File: config.mk
export PLATFORM = sky130hd
export DESIGN_NAME = life_row_reader
export DESIGN_NICKNAME = d
export VERILOG_FILES = /design/src/rtl/life_pkg.sv /design/src/rtl/life_row_reader.sv
export SDC_FILE = /design/constraint.sdc
export NUM_CORES = 1
export LEC_CHECK = 0
export ABC_AREA = 1
export BUFFER_PORTS_ARGS = -buffer_cell sky130_fd_sc_hd__buf_2
export CAP_MARGIN = 20
export CELL_PAD_IN_SITES_DETAIL_PLACEMENT = 0
export CELL_PAD_IN_SITES_GLOBAL_PLACEMENT = 1
export CORE_MARGIN = 2
export CORE_UTILIZATION = 37
export CTS_CLUSTER_SIZE = 10
export DETAILED_ROUTE_END_ITERATION = 8
export PLACE_DENSITY_LB_ADDON = 0.1
export SETUP_SLACK_MARGIN = 0.4
export SLEW_MARGIN = 0
export SYNTH_ARGS = -nofsm -noshare
export SYNTH_HDL_FRONTEND = slang
export SYNTH_SLANG_ARGS = --single-unit
File: constraint.sdc
create_clock -name clk -period 3.85 [get_ports clk]
set_input_delay 0.77 -clock clk [delete_from_list [all_inputs] [get_ports clk]]
set_output_delay 0.77 -clock clk [all_outputs]
set_load 0.02 [all_outputs]
File: src/rtl/life_pkg.sv
// life_pkg: shared Game-of-Life array geometry and row-reader state encoding
package life_pkg;
  localparam int LIFE_ROWS  = 16;
  localparam int LIFE_COLS  = 16;
  localparam int LIFE_SEL_W = 4;
  typedef enum logic [1:0] {IDLE, SEL, OFFER, DONE} rdr_state_t;
endpackage

File: src/rtl/life_row_reader.sv
// life_row_reader: sweeps the array row selector and streams each row out over a valid/ready handshake
module life_row_reader
  import life_pkg::*;
#(
  parameter int ROWS           = LIFE_ROWS,
  parameter int COLS           = LIFE_COLS,
  parameter int SEL_W          = LIFE_SEL_W,
  parameter bit SKIP_UNCHANGED = 1'b0
) (
  input  logic             clk,
  input  logic             reset,
  input  logic             start,
  input  logic             abort,
  output logic             busy,
  output logic             done,
  output logic [SEL_W-1:0] valo_selector,
  input  logic [COLS-1:0]  valo,
  input  logic [COLS-1:0]  valo_prev,
  output logic [COLS-1:0]  row_data,
  output logic [COLS-1:0]  row_changed,
  output logic [SEL_W-1:0] row_index,
  output logic             row_last,
  output logic             row_valid,
  input  logic             row_ready
);
  localparam logic [SEL_W-1:0] LAST = SEL_W'(ROWS - 1);
  rdr_state_t       state_q, state_d;
  logic             start_q, start_d;
  logic [SEL_W-1:0] row_q, row_d;
  logic [SEL_W-1:0] idx_q, idx_d;
  logic [COLS-1:0]  data_q, data_d;
  logic [COLS-1:0]  chg_q, chg_d;
  logic             skip_row;
  assign skip_row = SKIP_UNCHANGED && (valo == valo_prev) && (row_q != LAST);
  always_comb begin
    state_d = state_q;
    start_d = 1'b0;
    row_d   = row_q;
    idx_d   = idx_q;
    data_d  = data_q;
    chg_d   = chg_q;
    case (state_q)
      IDLE: begin
        row_d   = '0;
        start_d = start && !abort;
        state_d = (start_q && !abort) ? SEL : IDLE;
      end
      SEL: begin
        if (skip_row) begin
          row_d = row_q + 1'b1;
        end else begin
          data_d  = valo;
          chg_d   = valo ^ valo_prev;
          idx_d   = row_q;
          state_d = OFFER;
        end
      end
      OFFER: begin
        if (row_ready) begin
          state_d = (row_q == LAST) ? DONE : SEL;
          row_d   = (row_q == LAST) ? row_q : row_q + 1'b1;
        end
      end
      DONE: begin
        state_d = IDLE;
        row_d   = '0;
      end
      default: state_d = IDLE;
    endcase
    if (abort && state_q != IDLE) begin
      state_d = IDLE;
      row_d   = '0;
    end
  end
  always_ff @(posedge clk or negedge reset) begin
    if (!reset) begin
      state_q <= IDLE;
      start_q <= 1'b0;
      row_q   <= '0;
      idx_q   <= '0;
      data_q  <= '0;
      chg_q   <= '0;
    end else begin
      state_q <= state_d;
      start_q <= start_d;
      row_q   <= row_d;
      idx_q   <= idx_d;
      data_q  <= data_d;
      chg_q   <= chg_d;
    end
  end
  assign busy          = state_q != IDLE;
  assign done          = state_q == DONE;
  assign row_valid     = state_q == OFFER;
  assign valo_selector = row_q;
  assign row_data      = data_q;
  assign row_changed   = chg_q;
  assign row_index     = idx_q;
  assign row_last      = idx_q == LAST;
endmodule

== Word-level counts from Yosys, hierarchy flattened ==
Index checks and enable logic that the tools add are counted.

* Register bits: 43
* Output and inout port bits: 44
* Logic and storage cells: 34

* $add $sub $neg: 1
* Equality and inequality tests: 8
* Muxes and demuxes: 10
* Bitwise logic cells: 1
* Reduce and logical (&&, ||, !) cells: 8

{| class="wikitable"
|+ Operators by type and width
! cell !! count
|-
| $xor 16x16->16 || 1
|-
| $mux 4 || 3
|-
| $eq 4x4->1 const B || 2
|-
| $pmux 2 s4 || 1
|-
| $pmux 4 s2 || 1
|-
| $mux 2 || 3
|-
| $add 4x1->4 const B || 1
|-
| $eq 2x2->1 const B || 2
|-
| $logic_and 1x1->1 || 3
|-
| $ne 3x1->1 const B || 1
|-
| $ne 3x2->1 const B || 1
|-
| $reduce_and 3->1 || 1
|-
| $eq 2x1->1 const B || 1
|-
| $logic_not 2->1 || 1
|-
| $mux 1 || 2
|-
| $ne 2x2->1 const B || 1
|-
| $reduce_bool 2->1 || 1
|-
| $reduce_or 2->1 || 1
|-
| $logic_not 1->1 || 1
|}

== Depth between registers and ports, before layout ==
Gate-level depths: netlist of run 1.

* Word-level depth: 5
* Gate-level depth with buffers: 9

== Least setup slack after synthesis of run 1 ==
No wires, ideal clock.

* Path kind: register to output
* From: register idx_q[0], in the netlist row_index[0]
* To: output row_last
* Arrival: 1.233 ns
* Data required time: 3.080 ns
* Setup slack: 1.847 ns
* Stages on the path, launching flop included: 3
* Buffers on the path: 0
* Cell sequence: dfrtp_1 -> inv_1 -> nor4_1

* Word-level cells in the longest chain between the ends: 1

{| class="wikitable"
|+ RTL lines
! element !! RTL line !! source
|-
| from (decl) || life_row_reader.sv:30 || <nowiki>logic [SEL_W-1:0] idx_q, idx_d;</nowiki>
|-
| from (signal assigned) || life_row_reader.sv:87 || <nowiki>idx_q <= idx_d;</nowiki>
|-
| $eq 4x4->1 || life_row_reader.sv:99 || <nowiki>assign row_last = idx_q == LAST;</nowiki>
|-
| to (decl) || life_row_reader.sv:22 || <nowiki>output logic row_last,</nowiki>
|}

Every way passes these cells.

== Worst setup path after layout of run 1 ==
* From: register state_q[0]
* To: output busy

* Word-level cells in the longest chain between the ends: 1

{| class="wikitable"
|+ RTL lines
! element !! RTL line !! source
|-
| from (decl) || life_row_reader.sv:27 || <nowiki>rdr_state_t state_q, state_d;</nowiki>
|-
| from (signal assigned) || life_row_reader.sv:84 || <nowiki>state_q <= state_d;</nowiki>
|-
| $reduce_bool 2->1 || life_row_reader.sv:92 || <nowiki>assign busy = state_q != IDLE;</nowiki>
|-
| to (decl) || life_row_reader.sv:14 || <nowiki>output logic busy,</nowiki>
|}

Every way passes these cells.

==> results of run 1 <==
-- state kept, by name (all words and copies together) (netlist names) --
signal         cells
start_q            1
row_data          16
valo_selector      4
row_index          4
state_q            2
row_changed       16
-- power groups by stage --
stage / sequential, mW / combinational (mW) / clock [mW]
3_3_place_gp: 0.750 / 0.897 / 0
2_1_floorplan: 0.979 / 0.388 / 0
6_report: 0.748 / 0.883 / 0.310
5_1_grt: 0.777 / 0.992 / 0.343
3_5_place_dp: 0.757 / 0.902 / 0
4_1_cts: 0.750 / 0.904 / 0.322
-- worst max-delay path, delay by kind of cell (launching register included) --
kind | cells | cell delay, ns
adders and majority gates | 1 | 0.23
buffers and inverters | 3 | 0.33
DFF | 1 | 0.42
-- path summary, 6_finish.rpt --
path	startpoint	to	slack, ns	cells after the start
max reg2reg	state_q[1]	row_changed[11]	2.27	4
max	state_q[0]	busy	1.80	4
min in group asynchronous	reset	row_changed[2]	0.63	1
min	row_data[12]	row_data[12]	0.47	2
min reg2reg	row_data[12]	row_data[12]	0.47	2
max in group asynchronous	reset	row_data[0]	2.63	1
-- layer usage --
metal / vias up / track usage, % / part of all wire, %
met3: 6 / 4.86 / 6.3
met4: 0 / 3.82 / 0.90
li1: 832 / - / -
met1: 734 / 20.4 / 46
met5: - / 0 / 0
met2: 48 / 24.7 / 47
-- per-stage QoR --
step                total power [mW]  instance area [um2]  setup WS [ns]
CTS                             1.98                 2480           1.78
detailed placement              1.66                 2380           2.11
global placement                1.65                 2380           2.13
global route                    2.11                 2480           1.72
finish                          1.94                 2480           1.80
floorplan                       1.37                 1950           1.85
-- cell usage after synthesis --
cell,instances,area share (%)
nand2_4,1,0.58
nand4_1,1,0.32
ha_1,5,3.2
o21ai_0,20,5.1
nand2_2,3,0.96
clkinv_1,1,0.19
nand3_1,6,1.5
dfrtp_1,43,55
nor4_1,1,0.32
nor2_1,7,1.3
nor3_1,1,0.26
nand2_1,84,16
o211ai_1,1,0.39
buf_2,4,1.0
buf_6,3,1.7
inv_1,12,2.3
or2_2,1,0.32
xnor2_1,16,7.2
buf_4,1,0.39
a21oi_1,4,1.0
inv_2,2,0.39
-- layout by cell type (no fill, tap or decap) --
cell	synthesis	layout
nand2_1	84	84
buf_2	4	80
dfrtp_1	43	43
o21ai_0	20	20
xnor2_1	16	16
inv_1	12	12
nor2_1	7	7
clkbuf_8	0	7
nand3_1	6	6
ha_1	5	5
a21oi_1	4	4
nand2_2	3	3
inv_2	2	2
nor4_1	1	1
clkinv_1	1	1
nand2_4	1	1
or2_2	1	1
o211ai_1	1	1
nor3_1	1	1
nand4_1	1	1
clkbuf_1	0	1
buf_4	1	1
-- layout make-up --
type | count | area [um2] | area share, %
clock buffer | 8 | 100 | 4.03
inverter | 15 | 56.3 | 2.27
multi-input combinational | 151 | 756 | 30.4
sequential | 43 | 1080 | 43.3
tap | 70 | 87.6 | 3.53
timing repair buffer | 81 | 408 | 16.4
-- kinds of logic after synthesis --
kind of cell | count (synthesis) | share of synthesized area (%)
adders and majority gates | 5 | 3.21
and+or+nand+nor | 105 | 21.8
buffers and inverters | 23 | 6.03
xor gates and xnor gates | 16 | 7.19
DFF | 43 | 55.2
AOI/OAI and AO/OA | 25 | 6.55
==> results.cfg, run 1 <==
[status]
outcome = finished, final reports clean

[final_layout]
syn2layout_area_growth_pct = 27.4
finish.utilization_pct = 48.6
drive_gt1_share_pct = 31.9
stdcell_count = 368
num-nets-final = 339
fill_cells = 545
diodes = 0

[grt]
grt-ovfl-total = 0
grt_pass1_vias = 1544
antenna_found_initial = 0
grt_util_all_layers_pct = 15.4
grt_pass1_wl_mm = 7.25
grt_max_degree = 49

[sta]
min_period_ns = 2.05
slew_violations = 0
final.period_utilization_pct = 53.3
fmax_mhz = 488
worst_pin_slew_ns = 0.957
fin_skew_ns = 0.00226
hold-worst-slack_ns = 0.470
hold_viol_final = 0
relSlewSlack_pct = 36.2
rsz0062_at_grt = false
setup_tns_ns = 0
setup_viol = 0

[power]
pwr-share-clk_pct = 16.0
comb_power_share_pct = 45.5
p_per_area_nw_per_um2 = 781
p_leak_nw = 1.38
p_seq_share_pct = 38.6
p_int_mw = 1.10
p_sw_share_pct = 43.5
ir_drop_mv = 0.333
p_sw_mw = 0.844

[cts]
clk_latency_ns = 0.29
cts.path.max_buffers = 2
cts_made_buffers = 5
cts_sinks = 43
clkTransAtPathRegs_ns = 0.08
cts_root_buf = clkbuf_8
cts_tree = yes
cts_setup_buffers = 0
hold_buffers = 0
htree_levels = 2
postCtsResizedCells = 0

[min_path]
hold_class = register to register

[routing]
drtAntennaViolNets = 0
vias_per_cell = 4.40
drc_errors = 0
wirelength_mm = 4.22
wl_per_cell_um = 11.5
first_pass_iters = 3
drtIter0Drc = 61
vias = 1620

[logic_synthesis]
netlist_area_um2 = 1950
synth_cell_types = 21
synth_warnings = 0
synthesis.nets = 259
synth_area_per_cell_um2 = 8.98
synthCells = 217
ys_seq_elements = 43
yosysSeqAreaShare_pct = 55.2

[setup_path]
slowest_stage = dfrtp_1
crit_type = register to output port
crit_path_start_kind = register
cp-end-kind = output port
cp_cell_sequence = inv_1, ha_1, inv_2, buf_2
cp_data_arrival_time_ns = 1.28
cpPeakStageDelay_ns = 0.42
critical_path_required_ns = 3.08
path_max_fanout = 5

[floorplan]
rows = 26
die_y_um = 76.6
io_pins = 81
core-area_um2 = 5110
die_w_um = 76.6
dieArea_um2 = 5870
start_util_pct = 38.2

[placement]
post-place-cells = 360
place_hpwl_mm = 2.98
place_congestion = 0.697
portBuffers = 80

[job]
maxCapViolations = 0
Power figures use the tool's default switching activity.
==> run 2: changes to the inputs <==
- CORE_UTILIZATION: 37 -> 34
- clock period: 3.85 -> 2.1 ns (I/O delays scaled with it)
==> results.cfg, run 2 (same netlist as run 1, synthesis figures left out) <==
[status]
outcome = finished, final reports clean

[sta]
setup_tns_ns = 0
min_period_ns = 1.65
hold-worst-slack_ns = 0.204
relSlewSlack_pct = 62.6
fin_skew_ns = 0.00442
rsz0062_at_grt = true
worst_pin_slew_ns = 0.562
hold_viol_final = 0
setup_viol = 0
slew_violations = 0
fmax_mhz = 605
final.period_utilization_pct = 78.7

[cts]
cts_tree = yes
clk_latency_ns = 0.28
cts_made_buffers = 5
clkTransAtPathRegs_ns = 0.08
cts_sinks = 43
cts_root_buf = clkbuf_8
cts.path.max_buffers = 2
htree_levels = 2
hold_buffers = 0

[floorplan]
core-area_um2 = 5510
dieArea_um2 = 6360
io_pins = 81
rows = 27
die_y_um = 79.7
die_w_um = 79.7
start_util_pct = 35.4

[setup_path]
worstReg2RegStart = state_q[0]
crit_path_end = busy
path_delay_family = flip-flops
cp_data_arrival_time_ns = 1.23
crit_type = register to output port
critPathBufInv = 3
cp_num_cells = 4
cpPeakStageDelay_ns = 0.42
cp_cell_sequence = inv_1, ha_2, inv_2, buf_2
ff2ff_path_depth = 8
path_max_fanout = 4
setup.worst_path.start = state_q[1]
cp-end-kind = output port
worstReg2RegEnd = valo_selector[2]
ff2ff_setup_slack_ns = 0.61
critical_path_required_ns = 1.68
slowest_stage = dfrtp_1
crit_path_start_kind = register

[grt]
grt_pass1_wl_mm = 7.24
grt_max_degree = 49
grt_pass1_vias = 1578
grt-ovfl-total = 0
grt_util_all_layers_pct = 14.8
antenna_found_initial = 0

[routing]
drc_errors = 0
drtAntennaViolNets = 0
wl_per_cell_um = 11.8
vias = 1650
vias_per_cell = 4.41
wirelength_mm = 4.40
drtIter0Drc = 105
first_pass_iters = 4

[job]
maxCapViolations = 0

[placement]
place_congestion = 0.810
dpl-instance-area_um2 = 2410
place_hpwl_mm = 3.20
portBuffers = 80

[final_layout]
num-nets-final = 343
syn2layout_area_growth_pct = 29.5
fin_area_um2 = 2520
final_common_cell = nand2_1
finish.utilization_pct = 45.9
final_cell_mix = 84 x nand2_1, 80 x buf_2, 43 x dfrtp_1
drive_gt1_share_pct = 33.8
diodes = 0

[power]
p_sw_mw = 1.56
p_leak_nw = 1.39
pwr-share-clk_pct = 16.0
p_sw_share_pct = 43.4
p_total_mw = 3.61
ir_drop_mv = 0.493
p_int_mw = 2.04
p_seq_share_pct = 38.1
comb_power_share_pct = 46.0
p_per_area_nw_per_um2 = 1430

[min_path]
hold_class = input port to async pin
-- run 2: changes by cell type in the layout (fill, tap and decap cells not counted) --
cell and change:
ha_2 +2, buf_4 +4, clkbuf_1 -1, clkinvlp_4 +1, ha_1 -2
-- run 2: worst min-delay path by stage --
stage,from,endpoint,slack (ns),depth (start not counted)
2_1_floorplan,reset,row_changed[0],0.12,0
3_3_place_gp,row_data[12],row_data[12],0.45,2
6_report,reset,row_changed[5],0.20,2
3_5_place_dp,row_data[12],row_data[12],0.45,2
4_1_cts,reset,row_data[5],0.22,2
5_1_grt,reset,row_changed[5],0.25,2
-- run 2: what timing repair did --
action,CTS,global route
setup buffers,1,0
gates resized for setup,0,2
endpoints found under the setup margin,2,2
-- run 2: layout make-up --
type,instances,area [um2]
Clock buffer,7,96.3
Timing Repair Buffer,85,438
Multi-Input combinational cell,151,761
Clock inverter,1,7.51
Inverter,15,56.3
Tap cell,72,90.1
Fill cell,584,2980
Sequential cell,43,1080
-- run 2: per-stage QoR --
stage / setup slack (ns) / std cells
floorplan: 0.447 / 217
global placement: 0.697 / 365
detailed placement: 0.651 / 365
CTS: 0.406 / 374
global route: 0.388 / 374
finish: 0.448 / 374
-- run 2: power groups by stage --
stage	registers, mW	logic (mW)	clock network (mW)
2_1_floorplan	1.80	0.710	0
3_3_place_gp	1.39	1.65	0
3_5_place_dp	1.40	1.67	0
4_1_cts	1.38	1.68	0.604
5_1_grt	1.43	1.87	0.638
6_report	1.37	1.66	0.576
-- run 2: layer usage --
layer | vias up | routed length (um) | GRT usage, %
li1 | 842 | - | -
met3 | 5 | 329 | 3.73
met4 | 0 | 40 | 4.66
met1 | 749 | 2110 | 20.3
met2 | 54 | 1920 | 22.8
met5 | - | 0 | 0
==> run 3: changes to the inputs <==
- ABC_AREA: 1 -> 0
- CORE_UTILIZATION: 34 -> 36
- clock period: 2.1 -> 1.65 ns (I/O delays scaled with it)
==> results.cfg, run 3 <==
[status]
outcome = finished, final reports clean

[logic_synthesis]
synth_warnings = 0
yosys_most_used_dff = dfrtp_1
synthesis.nets = 199
synthArstFlopShare_pct = 100
ys_top_cells_by_area = dfrtp_1 57%, mux2_2 12%, xnor2_1 7.4%
synth.most_common_cell = dfrtp_1
yosys.area_share.xor_xnor_pct = 7.37
synth.area.mux_share_pct = 12.4
synth_compound_area_share_pct = 7.37
ys_top_cells_by_count = 43 x dfrtp_1, 20 x mux2_2, 20 x nor2_1, 18 x a21oi_1, 16 x xnor2_1
synth_top_cell_area_share_pct = 56.6
synthCells = 157
synth_cell_types = 28
synth_edf_count = 0
synth_top_area_cell = dfrtp_1
netlist_area_um2 = 1900
synthSimpleGateAreaFrac_pct = 10.7
ys_seq_elements = 43
yosysSeqAreaShare_pct = 56.6
synthAdderAreaFrac_pct = 3.29
synth_area_per_cell_um2 = 12.1
synth_top_family_by_area = multiplexers

[final_layout]
multi_input_area_um2 = 848
num-nets-final = 303
finish.utilization_pct = 55.9
drive_gt1_share_pct = 58.0
final_common_cell = buf_2
final_cell_mix = 70 x buf_2, 38 x dfrtp_1, 20 x mux2_2
regArea_um2 = 1080
fill_cells = 469
syn2layout_area_growth_pct = 50.2
diodes = 0

[power]
ir_drop_mv = 0.528
p_total_mw = 3.73
p_leak_nw = 1.35
p_per_area_nw_per_um2 = 1300

[setup_path]
cp_data_arrival_time_ns = 1.82
ff2ff_setup_slack_ns = 0.05
critical_path_required_ns = 1.86
crit_type = register to register
cp-end-kind = register
crit_path_start_kind = register
path_max_fanout = 6

[routing]
vias = 1550
vias_per_cell = 4.67
drc_errors = 0
first_pass_iters = 4
wl_per_cell_um = 14.5
drtAntennaViolNets = 0
drtIter0Drc = 48
wirelength_mm = 4.81

[grt]
grt-ovfl-total = 0
grt_max_degree = 34
grt_pass1_vias = 1540
grt_util_all_layers_pct = 15.4
antenna_found_initial = 0
grt_pass1_wl_mm = 7.40

[job]
maxCapViolations = 0

[floorplan]
die_y_um = 76.7
rows = 26
dieArea_um2 = 5880
start_util_pct = 37.2
core-area_um2 = 5110
die_w_um = 76.7
io_pins = 81

[cts]
cts_root_buf = clkbuf_8
clkTransAtPathRegs_ns = 0.09
cts_sinks = 43
cts_made_buffers = 5
clk_latency_ns = 0.29
cts.path.max_buffers = 2
cts_tree = yes
htree_levels = 2

[sta]
setup_viol = 0
worst_pin_slew_ns = 0.528
worst_slack_ns = 0.0454
slew_violations = 0
hold-worst-slack_ns = 0.00433
rsz0062_at_grt = true
final.period_utilization_pct = 97.2
fin_skew_ns = 0.00857
min_period_ns = 1.60
relSlewSlack_pct = 64.8
setup_tns_ns = 0
fmax_mhz = 623
hold_viol_final = 0

[placement]
place_congestion = 0.769
place_hpwl_mm = 3.15
dp_slack_ns = 0.0411
portBuffers = 80

[min_path]
hold_class = input port to async pin
[run 3: final timing paths]
kind                         startpoint               end  cells past startpoint
min reg2reg                row_data[15]      row_data[15]                      1
min in group clk                  abort           start_q                      2
min                               reset           start_q                      1
max in group asynchronous         reset   row_changed[14]                      2
max                          state_q[0]  valo_selector[0]                      6
max reg2reg                  state_q[0]  valo_selector[0]                      6
[run 3: area by class of cell]
class | count | share of cell area [%]
clock buffer | 6 | 2.89
multi-input combinational | 105 | 29.7
sequential | 43 | 37.9
timing repair buffer | 103 | 24.7
tap | 70 | 3.07
inverter | 3 | 0.569
clock inverter | 2 | 1.23
[run 3: critical path: stages (launching register included)]
cell	delay (ns)
dfrtp_2	0.44
inv_4	0.07
ha_4	0.18
nand4_1	0.11
nand3b_4	0.09
or3b_2	0.49
a21oi_2	0.14
[run 3: through the flow]
stage | instance area [um2] | instances
CTS | 2650 | 323
floorplan | 1930 | 157
detailed placement | 2410 | 305
global route | 2860 | 332
global placement | 2410 | 305
finish | 2860 | 332
[run 3: kinds of logic (layout without fill, tap and decap cells)]
logic type	Yosys count	count (layout)
compound gates	25	25
simple gates	38	38
fa+ha+maj	5	5
xor+xnor	16	16
flops	43	43
mux	21	21
buf+inv	9	114
[run 3: routing by layer]
layer	routed length, um	share of wire (%)	up-vias	GRT usage, %
met5	0	0	-	0
met4	51	1.1	0	4.18
met3	269	5.6	6	5.29
met2	2480	52	51	27.0
met1	2010	42	744	17.8
li1	-	-	749	-
[run 3: what timing repair did]
item / in CTS / in global routing
cloned: 0 / 1
gates resized for setup: 14 / 35
hold buffers: 0 / 0
hold endpoints to repair: 0 / 0
buffers inserted: 10 / 8
setup endpoints to repair: 48 / 54
pin swaps: 5 / 4
[run 3: power by group]
group          switching (mW)  internal [mW]
sequential              0.162           1.36
combinational           0.776          0.582
clock                   0.354          0.490
total                    1.29           2.43
